File: src/rtl/sync_fifo_param_pkg.sv
// sync_fifo_pkg: pointer-width and RAM-slice geometry helpers for sync_fifo_param
package sync_fifo_pkg;
  function automatic int ptr_w(input int depth);
    return $clog2(depth);
  endfunction
  function automatic int nslice(input int data_w, input int slice_w);
    return (data_w + slice_w - 1) / slice_w;
  endfunction
  function automatic int slice_lo(input int k, input int slice_w);
    return k * slice_w;
  endfunction
  function automatic int slice_hi(input int k, input int data_w, input int slice_w);
    return (((k + 1) * slice_w < data_w) ? (k + 1) * slice_w : data_w) - 1;
  endfunction
endpackage

File: src/rtl/sync_fifo_param_ram_slice.sv
// fifo_ram_slice: one block-RAM-shaped slice, single write port plus registered read port
module fifo_ram_slice #(
  parameter int W     = 32,
  parameter int DEPTH = 32
) (
  input  logic                     clk,
  input  logic                     rst_n,
  input  logic                     we,
  input  logic [$clog2(DEPTH)-1:0] waddr,
  input  logic [W-1:0]             wdata,
  input  logic                     re,
  input  logic [$clog2(DEPTH)-1:0] raddr,
  output logic [W-1:0]             rdata
);
  logic [W-1:0] mem [DEPTH];
  always_ff @(posedge clk)
    if (we) mem[waddr] <= wdata;
  // only the output register is reset; the array stays reset-free for inference
  always_ff @(posedge clk or negedge rst_n)
    if (!rst_n) rdata <= '0;
    else if (re) rdata <= mem[raddr];
endmodule

File: src/rtl/sync_fifo_param.sv
// sync_fifo_param: parameterised synchronous FIFO with sliced RAM, fill count and threshold flags
// Define SYNC_FIFO_ERR_STICKY_EN to add sticky overflow/underflow outputs.
module sync_fifo_param
  import sync_fifo_pkg::*;
#(
  parameter int DATA_W     = 80,
  parameter int DEPTH      = 32,
  parameter int SLICE_W    = 32,
  parameter int AFULL_THR  = DEPTH - 2,
  parameter int AEMPTY_THR = 2
) (
  input  logic                     clk,
  input  logic                     rst_n,
  input  logic                     wr,
  input  logic                     rd,
  input  logic [DATA_W-1:0]        data_in,
  output logic [DATA_W-1:0]        data_out,
  output logic                     dout_valid,
  output logic                     emp,
  output logic                     full,
  output logic                     almost_empty,
  output logic                     almost_full,
  output logic [ptr_w(DEPTH):0]    count
`ifdef SYNC_FIFO_ERR_STICKY_EN
  ,
  output logic                     overflow,
  output logic                     underflow
`endif
);
  localparam int PW = ptr_w(DEPTH);
  localparam int CW = PW + 1;
  localparam int NS = nslice(DATA_W, SLICE_W);
  localparam logic [PW:0] AF = CW'(AFULL_THR);
  localparam logic [PW:0] AE = CW'(AEMPTY_THR);
  logic [PW:0] wr_ptr, rd_ptr;
  logic wr_en, rd_en;
  assign emp          = wr_ptr == rd_ptr;
  assign full         = (wr_ptr[PW-1:0] == rd_ptr[PW-1:0]) && (wr_ptr[PW] != rd_ptr[PW]);
  assign wr_en        = wr & ~full;
  assign rd_en        = rd & ~emp;
  assign almost_empty = count <= AE;
  assign almost_full  = count >= AF;
  always_ff @(posedge clk or negedge rst_n)
    if (!rst_n) begin
      wr_ptr     <= '0;
      rd_ptr     <= '0;
      count      <= '0;
      dout_valid <= 1'b0;
    end else begin
      if (wr_en) wr_ptr <= wr_ptr + 1'b1;
      if (rd_en) rd_ptr <= rd_ptr + 1'b1;
      if (wr_en != rd_en) count <= wr_en ? count + 1'b1 : count - 1'b1;
      dout_valid <= rd_en;
    end
  for (genvar k = 0; k < NS; k++) begin : g_slice
    localparam int LO = slice_lo(k, SLICE_W);
    localparam int HI = slice_hi(k, DATA_W, SLICE_W);
    fifo_ram_slice #(.W(HI - LO + 1), .DEPTH(DEPTH)) u_slice (
      .clk   (clk),
      .rst_n (rst_n),
      .we    (wr_en),
      .waddr (wr_ptr[PW-1:0]),
      .wdata (data_in[HI:LO]),
      .re    (rd_en),
      .raddr (rd_ptr[PW-1:0]),
      .rdata (data_out[HI:LO])
    );
  end
`ifdef SYNC_FIFO_ERR_STICKY_EN
  always_ff @(posedge clk or negedge rst_n)
    if (!rst_n) begin
      overflow  <= 1'b0;
      underflow <= 1'b0;
    end else begin
      overflow  <= overflow | (wr & full);
      underflow <= underflow | (rd & emp);
    end
`endif
endmodule

File: config.mk
export PLATFORM = sky130hd
export DESIGN_NAME = sync_fifo_param
export DESIGN_NICKNAME = d
export VERILOG_FILES = /design/src/rtl/sync_fifo_param_pkg.sv /design/src/rtl/sync_fifo_param_ram_slice.sv /design/src/rtl/sync_fifo_param.sv
export SDC_FILE = /design/constraint.sdc
export NUM_CORES = 2
export LEC_CHECK = 0
export ABC_CLOCK_PERIOD_IN_PS = 16910
export CAP_MARGIN = 20
export CORE_AREA = 8 8 585 357
export CTS_CLUSTER_DIAMETER = 30
export DETAILED_ROUTE_END_ITERATION = 10
export DIE_AREA = 0 0 593 365
export GPL_TIMING_DRIVEN = 1
export HOLD_SLACK_MARGIN = 0.02
export PLACE_DENSITY_LB_ADDON = 0.3
export SYNTH_ARGS = -nofsm -noshare
export SYNTH_HDL_FRONTEND = slang
export SYNTH_SLANG_ARGS = --single-unit
File: constraint.sdc
create_clock -name clk -period 16.91 [get_ports clk]
set_clock_uncertainty 0.2 [all_clocks]
set_input_delay 3.382 -clock clk [delete_from_list [all_inputs] [get_ports clk]]
set_output_delay 3.382 -clock clk [all_outputs]
set_load 0.1 [all_outputs]
# Word-level counts from Yosys, hierarchy flattened
# Memories as Yosys holds them, arrays and structs flattened. A register that Yosys moved wholly into a read port is not among the register bits.
# Index checks and enable logic that the tools add are counted.
classes:
  addsub: 4
  magnitude_cmp: 2
  eq_ne: 4
  muxes: 3
  bitwise_logic: 4
  reduce_logical: 4
op_table:
  columns: ["operator", "n"]
  rows:
  - ["6-bit by 1-bit adder with 6-bit output (second input constant)", 3]
  - ["6-bit equality test", 1]
  - ["6-bit by 5-bit >= comparator with 1-bit output (second input constant)", 1]
  - ["6-bit by 2-bit <= comparator with 1-bit output (second input constant)", 1]
  - ["6-bit two-way mux", 1]
  - ["6-bit by 1-bit subtractor with 6-bit output (second input constant)", 1]
  - ["5-bit equality test", 1]
  - ["1-bit logical NOT", 3]
  - ["1-bit bitwise AND", 2]
  - ["1-bit two-way mux", 2]
  - ["1-bit inequality test", 2]
  - ["1-bit NOT", 2]
  - ["1-bit logical AND", 1]
word_totals:
  ff_bits: 19
  ram_bits: 2560
  in_bits: 84
  out_inout_bits: 91
  memories: 3
memory_table:
  columns: ["memory", "words", "width", "read_ports", "rd_ports_with_merged_regs", "write_ports", "line_no", "rtl"]
  rows:
  - ["g_slice[0].u_slice.mem", 32, 32, 1, 1, 1, "sync_fifo_param_ram_slice.sv:15", "logic [W-1:0] mem [DEPTH];"]
  - ["g_slice[1].u_slice.mem", 32, 32, 1, 1, 1, "sync_fifo_param_ram_slice.sv:15", null]
  - ["g_slice[2].u_slice.mem", 32, 16, 1, 1, 1, "sync_fifo_param_ram_slice.sv:15", null]

# Logic depth before layout (Yosys ltp)
logic_depth:
  depth_word: 6
  depth_mapped: 12

# Cells and area by module
# A second synthesis with hierarchy kept.
unflattened:
  hier_cells: 5673
  hier_area_um2: 103768.3
by_module_without_submodules:
  columns: ["mod", "n_inst", "cells_per_inst", "area_each_um2", "seq_area_each_um2"]
  rows:
  - ["fifo_ram_slice at g_slice[0].u_slice ...", 2, 2200, 40910.5, 31550.3]
  - ["fifo_ram_slice at g_slice[2].u_slice", 1, 1127, 20608.5, 15775.1]
  - ["sync_fifo_param", 1, 146, 1338.8, 475.5]

# Least setup slack after synthesis
# OpenSTA, ideal clock, no wires.
synth_path:
  kind: "input-to-reg"
  from: "input port wr"
  to: "memory g_slice[0].u_slice.mem[12][0] (enable)"
  setup_time_ns: 0.519
  t_arrival_ns: 7.513
  setup_slack_ns: 8.678
  cell_stages: 5
  n_path_buf: 1
  path_cell_list: "inv_1 > a31oi_2 > buf_2 > nand2_1 > nor2_1"
synth_via:
  elab_chain_cells: 3
synth_rtl:
  columns: ["element", "line_no", "rtl"]
  rows:
  - ["from (decl)", "sync_fifo_param.sv:14", "input logic wr,"]
  - ["1-bit bitwise AND", "sync_fifo_param.sv:39", "assign wr_en = wr & ~full;"]
  - ["1-bit two-way mux", "sync_fifo_param_ram_slice.sv:17", "if (we) mem[waddr] <= wdata;"]
  - ["1-bit two-way mux (not written as such)", "sync_fifo_param_ram_slice.sv:17", null]
  - ["to (decl)", "sync_fifo_param_ram_slice.sv:15", null]
# No other way between the ends.

# Worst setup path after layout
layout_path:
  from: "register rd_ptr[1]"
  to: "output port full"
layout_via:
  elab_chain_cells: 2
layout_rtl:
  columns: ["element", "line_no", "rtl"]
  rows:
  - ["from (decl)", "sync_fifo_param.sv:35", "logic [PW:0] wr_ptr, rd_ptr;"]
  - ["from (signal assigned)", "sync_fifo_param.sv:51", "if (rd_en) rd_ptr <= rd_ptr + 1'b1;"]
  - ["5-bit equality test", "sync_fifo_param.sv:38", "assign full = (wr_ptr[PW-1:0] == rd_ptr[PW-1:0]) && (wr_ptr[PW] != rd_ptr[PW]);"]
  - ["1-bit logical AND", "sync_fifo_param.sv:38", null]
  - ["to (decl)", "sync_fifo_param.sv:20", "output logic full,"]
# No other way between the ends.

==> flow_metrics.tcl <==
set metrics [dict create \
    cp-start-kind "register" \
    setup_viol 0 \
    p_leak_nw 37.4 \
    tightest_slew_ns 1.18 \
    finalSetupTns_ns 0 \
    post_cts_buffers 0 \
    cts_tree "done" \
    clk-insertion-delay-late_ns 0.86 \
    grt_max_degree 151 \
    core_sq_um 201000 \
    synth_area_per_cell_sq_um 23.5 \
    portBuffers 174 \
    path_class "reg2out" \
    initial_core_util 0.495 \
    die_area_sq_um 216000 \
    cts_buffer_depth 4 \
    synth_top_cell_by_area "edfxtp_1" \
    fmax_mhz 134 \
    totalPowerFinal_mw 21.1 \
    rsz0062_at_grt "false" \
    slew_headroom 0.213 \
    final_area_sq_um 118000 \
    drc 0 \
    layout-drive-gt1-share 0.294 \
    finalNetCount 4800 \
    io_pins 175 \
    hpwl_mm 136 \
    syn_area_sq_um 99400 \
    slew_viol_final 0 \
    h-tree-depth 5 \
    synth_nets 4330 \
    wire_per_inst_microns 32.0 \
    wl_mm 245 \
    max_cap_violations 0 \
    grt_pass1_wl_mm 349 \
    synth_cell_types 41 \
    die_h_microns 365 \
    ys_ff_latch 2659 \
    dr.pass1.iters 7 \
    synthTopCellsByArea "edfxtp_1, mux4_2, dfrtp_1" \
    yosysWarnings 0 \
    timing.final.crit_share 0.441 \
    worst_setup_path_end_kind "output pin" \
    ys_seq_area_frac 0.799 \
    viasPerCell 6.22 \
    cts-root-buf "clkbuf_16" \
    num_vias 47700 \
    ant_nets 0 \
    syn2layout_area_growth_pct 18.3 \
    cp_max_fo 45 \
    num_rows 128 \
    grt_pass1_vias 47900 \
    antenna_found_initial 22 \
    status "finished clean" \
    clkTransAtPathRegs_ns 0.06 \
    grt_use_total 0.223 \
    hold_class "reg2reg" \
    overflow 0 \
    cts_sinks 2659 \
    synth_top_area_frac 0.774 \
    cts_buffers 348 \
    cts_resized 0 \
    placed_cell_area_sq_um 105000 \
    die_w_microns 593 \
    syn-instance-count 4236 \
    cts_hold_buf 0 \
    period_minus_slack_ns 7.45 \
    first_iter_violations 5998 \
    power_density_nw_per_um2 180 \
    n_fill_cell 13900 \
    ir_drop_uv 227 \
    hold_viol_final 0 \
    critPathRequiredTime_ns 13.33 \
    cp.arrival_ns 3.87 \
    gp_congestion 0.799 \
]
stage by stage:
stage               utilization  worst slack [ns]  instances  hold WS (ns)
floorplan                     -              8.68       4236         0.298
global placement          0.520              9.25       6970         0.269
detailed placement        0.521              9.23       6982         0.275
CTS                       0.581              9.36       7623         0.288
global route              0.586              9.27       7664         0.295
finish                    0.586              9.46       7665         0.281
report_power, final:
part	leakage [nW]	internal [mW]	switching (mW)	total, mW
clock network	5.79	4.54	2.95	7.49
registers	24.2	7.76	0.224	7.99
logic	7.41	2.10	3.56	5.66
final cells by class:
class / count / area [sq um] / area share
flip-flops and latches: 2659 / 79400 / 0.675
multi-input cells: 1333 / 18900 / 0.160
clock buffers: 382 / 9040 / 0.0768
repair buffers: 358 / 4010 / 0.0341
well taps: 2665 / 3330 / 0.0284
clock inverters: 259 / 2970 / 0.0252
inverters: 6 / 22.5 / 0.000192
diodes: 3 / 7.51 / 0.0000638
synth_stat cells (all sizes together):
cell type  number
nand4           5
or3             3
dfrtp          99
nand3           4
xnor2          15
o21ai          83
clkbuf         92
nor3            1
a21oi           4
a31oi           1
o211ai          1
inv             6
o22ai         320
buf           146
a211o           1
edfxtp       2560
or2             1
or4            82
or3b            2
o21bai          1
nand3b          5
xor2            7
mux4          640
a41o            1
fa              1
nor2           40
a21o            3
mux2            4
ha              9
a211oi          1
nand2          96
and3            2
cell families (layout without fill, tap and decap cells):
group | count (synthesis) | after routing | synth area share
adders and majority gates | 10 | 10 | 0.00133
DFF | 2659 | 2659 | 0.799
muxes | 644 | 644 | 0.146
AOI/OAI and AO/OA | 416 | 416 | 0.0253
and+or+nand+nor | 241 | 241 | 0.0128
buffers and inverters | 244 | 1005 | 0.0145
other | 0 | 3 | 0
xor gates and xnor gates | 22 | 22 | 0.00201
registers in the layout, summed over array words and instances (netlist names):
register,cells
g_slice.u_slice.mem,2560
g_slice.u_slice.rdata,80
count,6
rd_ptr,6
wr_ptr,6
dout_valid,1
layout by cell type, fill, tap and decap left out, drive strengths merged, types with 4 or more instances in the layout:
| master | Yosys | layout |
|---|---|---|
| inv | 6 | 81 |
| a21oi | 4 | 4 |
| edfxtp | 2560 | 2560 |
| nand4 | 5 | 5 |
| xnor2 | 15 | 15 |
| dfrtp | 99 | 99 |
| bufinv | 0 | 38 |
| clkinvlp | 0 | 34 |
| or4 | 82 | 82 |
| mux2 | 4 | 4 |
| xor2 | 7 | 7 |
| buf | 146 | 176 |
| nand2 | 96 | 96 |
| o21ai | 83 | 83 |
| nand3b | 5 | 5 |
| clkbuf | 92 | 391 |
| nand3 | 4 | 4 |
| clkinv | 0 | 112 |
| nor2 | 40 | 40 |
| clkdlybuf4s50 | 0 | 173 |
| mux4 | 640 | 640 |
| o22ai | 320 | 320 |
| ha | 9 | 9 |
per-layer routing:
| layer | up-vias | global-route usage | share of wire |
|---|---|---|---|
| li1 | 19300 | - | - |
| met1 | 25300 | 0.335 | 0.42 |
| met2 | 2713 | 0.317 | 0.44 |
| met3 | 339 | 0.0760 | 0.12 |
| met4 | 4 | 0.0555 | 0.023 |
| met5 | - | 0 | 0.00011 |
path summary, 6_finish.rpt:
path                       slack [ns]                   startpoint                            to  cells past startpoint
min                              0.28  g_slice[0].u_slice.rdata[2]   g_slice[0].u_slice.rdata[2]                      2
max reg2reg                     11.68                    rd_ptr[0]  g_slice[0].u_slice.rdata[15]                      7
min in group asynchronous        2.35                        rst_n  g_slice[0].u_slice.rdata[16]                      1
max in group asynchronous       12.72                        rst_n   g_slice[1].u_slice.rdata[9]                      3
min reg2reg                      0.28  g_slice[0].u_slice.rdata[2]   g_slice[0].u_slice.rdata[2]                      2
max                              9.46                    rd_ptr[1]                          full                      5
worst max-delay path, cell delays in order (launching register included):
cell	delay [ns]
dfrtp_4	0.88
xnor2_1	0.21
and3_1	0.24
nand2_1	0.06
nor2_1	0.40
clkdlybuf4s50_1	1.24
Note: power is estimated with default switching activity, not from simulation.
